`src/rtl/load_store_unit.sv`:
```
// load_store_unit: memory-access stage behind the ALU. Runs one load or
// store per request on a ready-based data bus and reports faults.
//
// Ports:
//   clk, rst (sync, active-high), clk_enable (pipeline advance/freeze)
//   req_valid, req_is_store, req_funct3, addr, store_data : request in
//   mem_addr, mem_read, mem_write, mem_wstrb, mem_wdata   : bus request
//   mem_rdata, mem_ready                                  : bus response
//   busy, done, load_data, fault                          : to writeback
module load_store_unit #(
    parameter int TIMEOUT_CYCLES = 255
) (
    input  logic        clk,
    input  logic        rst,
    input  logic        clk_enable,
    input  logic        req_valid,
    input  logic        req_is_store,
    input  logic [2:0]  req_funct3,
    input  logic [31:0] addr,
    input  logic [31:0] store_data,
    output logic [31:0] mem_addr,
    output logic        mem_read,
    output logic        mem_write,
    output logic [3:0]  mem_wstrb,
    output logic [31:0] mem_wdata,
    input  logic [31:0] mem_rdata,
    input  logic        mem_ready,
    output logic        busy,
    output logic        done,
    output logic [31:0] load_data,
    output logic [1:0]  fault
);

    typedef enum logic [1:0] {
        IDLE,
        REQ,
        DONE
    } state_t;

    localparam logic [15:0] LAST = 16'(TIMEOUT_CYCLES - 1);

    localparam logic [1:0] F_OK      = 2'b00;
    localparam logic [1:0] F_MISALGN = 2'b01;
    localparam logic [1:0] F_TIMEOUT = 2'b10;
    localparam logic [1:0] F_ILLEGAL = 2'b11;

    state_t      state_q, state_d;
    logic [15:0] cnt_q, cnt_d;
    logic [2:0]  f3_q, f3_d;
    logic [1:0]  lo_q, lo_d;
    logic        st_q, st_d;

    logic [31:0] mem_addr_d;
    logic        mem_read_d;
    logic        mem_write_d;
    logic [3:0]  mem_wstrb_d;
    logic [31:0] mem_wdata_d;
    logic        done_d;
    logic [31:0] load_data_d;
    logic [1:0]  fault_d;

    logic        illegal;
    logic        misaligned;
    logic [3:0]  strb_req;
    logic [31:0] wdata_req;
    logic [7:0]  rbyte;
    logic [15:0] rhalf;
    logic [31:0] load_ext;

    assign busy = (state_q != IDLE);

    // Width legality on the live request; stores have no BU/HU form.
    assign illegal = (req_funct3[1:0] == 2'b11)
                  || (req_funct3 == 3'b110)
                  || (req_is_store && req_funct3[2]);

    assign misaligned = (req_funct3[1:0] == 2'b01 && addr[0])
                     || (req_funct3 == 3'b010 && addr[1:0] != 2'b00);

    always_comb begin
        strb_req  = 4'b1111;
        wdata_req = store_data;
        case (req_funct3[1:0])
            2'b00: begin
                strb_req  = 4'b0001 << addr[1:0];
                wdata_req = {4{store_data[7:0]}};
            end
            2'b01: begin
                strb_req  = 4'b0011 << addr[1:0];
                wdata_req = {2{store_data[15:0]}};
            end
            default: begin
                strb_req  = 4'b1111;
                wdata_req = store_data;
            end
        endcase
    end

    // Lane select uses the registered low address bits of the access.
    assign rbyte = mem_rdata[{lo_q, 3'b000} +: 8];
    assign rhalf = lo_q[1] ? mem_rdata[31:16] : mem_rdata[15:0];

    always_comb begin
        load_ext = mem_rdata;
        case (f3_q)
            3'b000:  load_ext = {{24{rbyte[7]}}, rbyte};
            3'b001:  load_ext = {{16{rhalf[15]}}, rhalf};
            3'b100:  load_ext = {24'd0, rbyte};
            3'b101:  load_ext = {16'd0, rhalf};
            default: load_ext = mem_rdata;
        endcase
    end

    always_comb begin
        state_d     = state_q;
        cnt_d       = cnt_q;
        f3_d        = f3_q;
        lo_d        = lo_q;
        st_d        = st_q;
        mem_addr_d  = mem_addr;
        mem_read_d  = mem_read;
        mem_write_d = mem_write;
        mem_wstrb_d = mem_wstrb;
        mem_wdata_d = mem_wdata;
        done_d      = 1'b0;
        load_data_d = load_data;
        fault_d     = fault;
        unique case (state_q)
            IDLE: begin
                if (req_valid) begin
                    f3_d  = req_funct3;
                    lo_d  = addr[1:0];
                    st_d  = req_is_store;
                    cnt_d = 16'd0;
                    if (illegal) begin
                        state_d     = DONE;
                        done_d      = 1'b1;
                        fault_d     = F_ILLEGAL;
                        load_data_d = 32'd0;
                    end else if (misaligned) begin
                        state_d     = DONE;
                        done_d      = 1'b1;
                        fault_d     = F_MISALGN;
                        load_data_d = 32'd0;
                    end else begin
                        state_d     = REQ;
                        mem_addr_d  = {addr[31:2], 2'b00};
                        mem_read_d  = !req_is_store;
                        mem_write_d = req_is_store;
                        mem_wstrb_d = req_is_store ? strb_req : 4'b0000;
                        mem_wdata_d = wdata_req;
                    end
                end
            end
            REQ: begin
                // A ready in the final allowed cycle still completes.
                if (mem_ready) begin
                    state_d     = DONE;
                    done_d      = 1'b1;
                    fault_d     = F_OK;
                    load_data_d = st_q ? 32'd0 : load_ext;
                    mem_read_d  = 1'b0;
                    mem_write_d = 1'b0;
                    mem_wstrb_d = 4'b0000;
                end else if (cnt_q == LAST) begin
                    state_d     = DONE;
                    done_d      = 1'b1;
                    fault_d     = F_TIMEOUT;
                    load_data_d = 32'd0;
                    mem_read_d  = 1'b0;
                    mem_write_d = 1'b0;
                    mem_wstrb_d = 4'b0000;
                end else begin
                    cnt_d = cnt_q + 16'd1;
                end
            end
            DONE: begin
                state_d = IDLE;
            end
            default: begin
                state_d = IDLE;
            end
        endcase
    end

    always_ff @(posedge clk) begin
        if (rst) begin
            state_q   <= IDLE;
            cnt_q     <= 16'd0;
            f3_q      <= 3'd0;
            lo_q      <= 2'd0;
            st_q      <= 1'b0;
            mem_addr  <= 32'd0;
            mem_read  <= 1'b0;
            mem_write <= 1'b0;
            mem_wstrb <= 4'd0;
            mem_wdata <= 32'd0;
            done      <= 1'b0;
            load_data <= 32'd0;
            fault     <= 2'd0;
        end else if (clk_enable) begin
            state_q   <= state_d;
            cnt_q     <= cnt_d;
            f3_q      <= f3_d;
            lo_q      <= lo_d;
            st_q      <= st_d;
            mem_addr  <= mem_addr_d;
            mem_read  <= mem_read_d;
            mem_write <= mem_write_d;
            mem_wstrb <= mem_wstrb_d;
            mem_wdata <= mem_wdata_d;
            done      <= done_d;
            load_data <= load_data_d;
            fault     <= fault_d;
        end
    end

endmodule
```
`config.mk`:
```
export PLATFORM = sky130hd
export DESIGN_NAME = load_store_unit
export DESIGN_NICKNAME = d
export VERILOG_FILES = /design/src/rtl/load_store_unit.sv
export SDC_FILE = /design/constraint.sdc
export NUM_CORES = 1
export LEC_CHECK = 0
export ABC_AREA = 1
export CAP_MARGIN = 20
export CORE_ASPECT_RATIO = 1.2
export CORE_UTILIZATION = 50
export DETAILED_ROUTE_END_ITERATION = 10
export PLACE_DENSITY_LB_ADDON = 0.05
export SYNTH_ARGS = -nofsm -noshare
export SYNTH_HDL_FRONTEND = slang
export SYNTH_SLANG_ARGS = --single-unit
export TNS_END_PERCENT = 20
```
`constraint.sdc`:
```
create_clock -name clk -period 4.65 [get_ports clk]
set_input_delay 0.465 -clock clk [delete_from_list [all_inputs] [get_ports clk]]
set_output_delay 0.465 -clock clk [all_outputs]
set_load 0.005 [all_outputs]
```
# == Word level (Yosys, flattened, before mapping) ==
# Cells that the tools add are included.
# classes
addsub,1
n_eq_ne,16
shifts,3
muxes,49
bitwise_logic,2
reduce_logical,19
# ops
operator,count
two-way mux 32 bit,6
one-hot mux 32 bit (2 select lines),2
one-hot mux 32 bit (4 select lines),1
two-way mux 16 bit,4
one-hot mux 16 bit (2 select lines),1
indexed part select 32 x 6 -> 8 bit,1
two-way mux 4 bit,6
two-way mux 2 bit,9
adder 16 x 1 -> 16 bit (second input constant),1
== test 16 x 8 -> 1 bit (second input constant),1
one-hot mux 4 bit (2 select lines),2
AND reduction 5 bit,3
two-way mux 1 bit,13
!= test 2 bit (second input constant),5
== test 3 bit (second input constant),3
one-hot mux 2 bit (2 select lines),2
!= test 3 bit (second input constant),2
one-hot mux 1 bit (2 select lines),3
AND reduction 3 bit,2
AND reduction 6 bit,1
nonzero test 2 bit,3
== test 2 x 1 -> 1 bit (second input constant),2
zero test 2 bit,2
left shift 1 x 2 -> 4 bit (first input constant),1
other kinds (9),14
# totals
register_bits,127
inputBits,105
out_inout_bits,106
elab_cells,103

# == Depth between registers and ports, before layout ==
# depth
ltp_word,7
mapped_depth,12
mapped_depth_nobuf,11

# == Worst setup path after synthesis ==
# OpenSTA, ideal clock, no wires.
# synth_path
path_kind,input to register
start,input req_funct3[2]
end,register mem_addr[22]
setup_time_ns,0.116
arrival_ns,1.470
slack_ns,3.064
cell_stages,9
n_path_buf,2
cell_sequence,or2_1 -> nand2_1 -> nand3_2 -> nor2_4 -> inv_2 -> buf_4 -> buf_6 -> nor2_1 -> nor2_1
# synth_between
elab_chain_cells,5
elab_cells_between_ends,10
cone_classes,eq/ne: 2; bitwise: 2; reduce/logical: 6
# synth_lines
item,line_no,text
start: declaration,18,"input logic [2:0] req_funct3,"
== test 3 x 2 -> 1 bit or == test 3 bit (tied branches),"78, 74",
logical AND 1 bit or logical OR 1 bit (tied branches),"78, 74",
logical OR 1 bit (on tied branches),"78, 75",
inverter 1 bit (no source line),n/a,
AND reduction 5 bit (no source line) (*),n/a,
end signal: assignment,207,mem_addr <= mem_addr_d;
end: declaration,21,"output logic [31:0] mem_addr,"
# Every way passes the cells marked *; elsewhere a longest branch is shown, timed or not.
# A chain may end at the register's enable or synchronous reset.

# == Worst setup path in the final report ==
# layout_path
start,register state_q[1]
end,register mem_addr[6]
# layout_between
elab_chain_cells,2
# layout_lines
item,line_no,text
start: declaration,47,"state_t state_q, state_d;"
start signal: assignment,202,state_q <= state_d;
zero test 2 bit,128,unique case (state_q)
AND reduction 5 bit (no source line),n/a,
# No other way between the ends.

==> run_results.csv <==
group,metric,value,unit
status,status,"finished clean",
hold_path,hold_start,"fault[1]",
worst_setup_path,cp.required,4.96,ns
grt,antenna_found_initial,0,
finish,layout.nets,1264,
clocking,cts_buffer_depth,2,
clocking,cts_resized,0,
logic_synthesis,ys.flop_type,"dfxtp_1",
placed_design,dpl.hpwl,12500,um
worst_setup_path,rr_startpoint,"state_q[1]",
placed_design,dp_cells,1299,
logic_synthesis,synthSimpleGateAreaFrac,32.0,%
timing,setup_tns,0,ns
routing,final_antenna_net_count,0,
logic_synthesis,synthDistinctLibCells,33,
timing,finalSetupViolCount,0,
floorplanning,initial_core_util,52.1,%
timing,rsz0062_at_grt,"false",
hold_path,whs_endpoint,"fault[1]",
grt,grt_pass1_vias,6222,
routing,drtPass1Iterations,5,
finish,final_layout_size_suffix_gt1_share,5.22,%
routing,drc,0,
worst_setup_path,critical_path_class,"flip-flop to flip-flop",
finish,fillers,1052,
timing,min_period,2.80,ns
finish,multi_input_area,3210,sq um
worst_setup_path,cp_max_fo,41,
placed_design,io_buffer_count,208,
finish,antennaDiodeCount,0,
routing,totalWireLength,18500,um
clocking,clock_latency,0.42,ns
power,cellLeakagePower,3.67,nW
floorplanning,die_h,126,um
hold_path,hold_class,"flip-flop to flip-flop",
finish,regArea,2540,sq um
grt,grt-ovfl-total,0,
finish,synthToLayoutAreaGrowth,40.4,%
floorplanning,num_rows,44,
worst_setup_path,critPathArrivalTime,3.11,ns
floorplanning,die_w,105,um
logic_synthesis,syn_area,6400,sq um
timing,final_hold_viol_count,0,
floorplanning,die_area,13300,sq um
clocking,clk_pin_slew,0.06,ns
logic_synthesis,synth_xor_area_share,0.684,%
logic_synthesis,synth_area_per_cell,6.50,sq um
logic_synthesis,synthCells,984,
hold_path,holdPathStages,2,
clocking,cts.sinks,127,
timing,maxSlewHeadroom,42.0,%
clocking,cts_made_buffers,17,
floorplanning,io_pins,211,
finish,stdcell_count,1330,
power,powerDensity,333,nW/um^2
grt,grt_pass1_wl,29700,um
routing,vias,6711,
routing,drt-initial-drc-count,378,
routing,wl_per_cell,13.9,um
logic_synthesis,synth_top_family_by_area,"simple AND/OR/NAND/NOR gates",
clocking,hold_buffers,0,
timing,drv_slew,0,
worst_setup_path,rr_endpoint,"mem_addr[6]",
timing,clock.fmax,357,MHz
timing,clock_skew,0.00692,ns
clocking,cts-htree-levels,4,
timing,period_share,60.2,%
routing,via_per_inst,5.05,
timing,worst_slew_pin_slew,0.869,ns
placed_design,gp_routability_congestion,0.838,
clocking,clockRootBuffer,"clkbuf_16",
logic_synthesis,ys_seq_area_share,39.7,%
grt,grt_start_max_net_pins,55,
worst_setup_path,ff2ff_setup_slack,1.85,ns
logic_synthesis,ys_seq_elements,127,
clocking,postCtsSetupRepairBufs,0,
worst_setup_path,r2r.worst_path.cells,6,
job,maxCapViolCount,0,
logic_synthesis,yosys.area_share.adder,0.391,%
logic_synthesis,yosys_warnings,0,
clocking,cts_tree,"done",
logic_synthesis,async_reset_ff_share,0,%
grt,track_usage,27.9,%
logic_synthesis,synth_compound_area_share,17.0,%
worst_setup_path,start_kind,"flip-flop",
logic_synthesis,muxShareOfSynthArea,0,%
floorplanning,core,12300,sq um
logic_synthesis,synth-edff-count,0,
power,ir_worst_vdd,0.232,mV
worst_setup_path,end_kind,"flip-flop",
per-stage QoR:
| step | utilization [%] | power, mW | hold slack [ns] | setup WS [ns] | cell area, sq um |
|---|---|---|---|---|---|
| 2_1_floorplan | - | 1.43 | 0.451 | 3.06 | 6400 |
| 3_3_place_gp | 68.3 | 1.65 | 0.453 | 1.55 | 8390 |
| 3_5_place_dp | 68.3 | 1.65 | 0.455 | 1.52 | 8390 |
| 4_1_cts | 73.2 | 3.00 | 0.464 | 1.81 | 8980 |
| 5_1_grt | 73.2 | 3.10 | 0.477 | 1.57 | 8980 |
| 6_report | 73.2 | 2.99 | 0.466 | 1.85 | 8980 |
power breakdown:
group          leakage, nW  switching, mW  internal, mW
Sequential            1.03         0.0347          1.14
Clock                0.289          0.471         0.883
Combinational         2.35          0.238         0.225
Total                 3.67          0.744          2.25
cells by family (layout without fill, tap and decap cells):
kind of cell | after synthesis | after routing
simple gates | 497 | 497
fa+ha+maj | 2 | 2
xor+xnor | 5 | 5
compound gates | 207 | 207
buf+inv | 145 | 329
flops | 127 | 127
other cells | 1 | 2
per-layer routing:
layer | vias to the layer above | part of all wire (%) | GRT usage [%]
met5 | - | 0 | 0
met1 | 2968 | 43 | 32.9
met4 | 0 | 2.0 | 11.0
li1 | 3479 | - | -
met3 | 26 | 8.6 | 9.63
met2 | 238 | 47 | 46.4
layout by cell type, fill, tap and decap left out, types with 2 or more instances in the layout:
cell type	synthesis	final
a21oi_1	88	88
a21oi_2	3	3
a22o_1	5	5
a22oi_1	2	2
a31oi_1	12	12
buf_4	9	4
bufinv_16	0	3
clkbuf_1	28	6
clkbuf_16	0	17
clkbuf_8	0	3
clkdlybuf4s50_1	0	208
conb_1	1	2
dfxtp_1	127	127
ha_1	2	2
inv_1	78	77
inv_2	7	8
nand2_1	249	249
nand2_2	4	4
nand3_1	31	31
nand3_2	3	3
nand4_1	16	16
nor2_1	171	171
nor2_2	3	3
nor2_4	2	2
nor3_1	8	8
o21ai_0	96	96
or2_2	7	7
xnor2_1	3	3
xor2_1	2	2
layout make-up:
type / count / area share (%)
repair buffers: 212 / 23.5
multi-input cells: 713 / 35.8
inverters: 86 / 3.59
well taps: 161 / 2.24
flip-flops and latches: 127 / 28.3
clock buffers: 26 / 5.45
clock inverters: 5 / 1.16
synthesized netlist by cell type (all sizes together), types with 2 or more instances:
library cell    n  area, sq um
o21ai          96          480
or2             8         50.1
dfxtp         127         2540
nor3            8         40.0
nand3          35          203
nand4          16          100
xnor2           3         26.3
inv            85          319
a31oi          12         75.1
ha              2         25.0
a22oi           2         15.0
a21oi          91          467
nand2         254          971
clkbuf         28          105
nor2          176          683
a22o            5         43.8
xor2            2         17.5
buf            31          220
critical path: stages (launching register included):
cell	delay, ns
dfxtp_1	0.35
nor2_1	0.31
nand3_1	0.48
nor2_4	0.75
inv_2	0.49
nor2_1	0.23
nor2_1	0.07
flip-flops by register name, summed over array words and instances (netlist names):
name	cells
load_data	32
mem_wdata	32
mem_addr	30
cnt_q	16
mem_wstrb	4
f3_q	3
fault	2
lo_q	2
state_q	2
done	1
mem_read	1
mem_write	1
st_q	1
how the worst max path moves through the flow:
stage | start | end | slack, ns | cells past startpoint
after global routing | state_q[1] | mem_addr[6] | 1.57 | 6
after global placement | req_funct3[1] | mem_addr[17] | 1.55 | 9
final | state_q[1] | mem_addr[6] | 1.85 | 6
after floorplan | req_funct3[2] | mem_addr[22] | 3.06 | 9
after detailed placement | req_funct3[1] | mem_addr[31] | 1.52 | 9
after CTS | state_q[1] | mem_addr[6] | 1.81 | 6
Note: power is estimated with default switching activity, not from simulation.
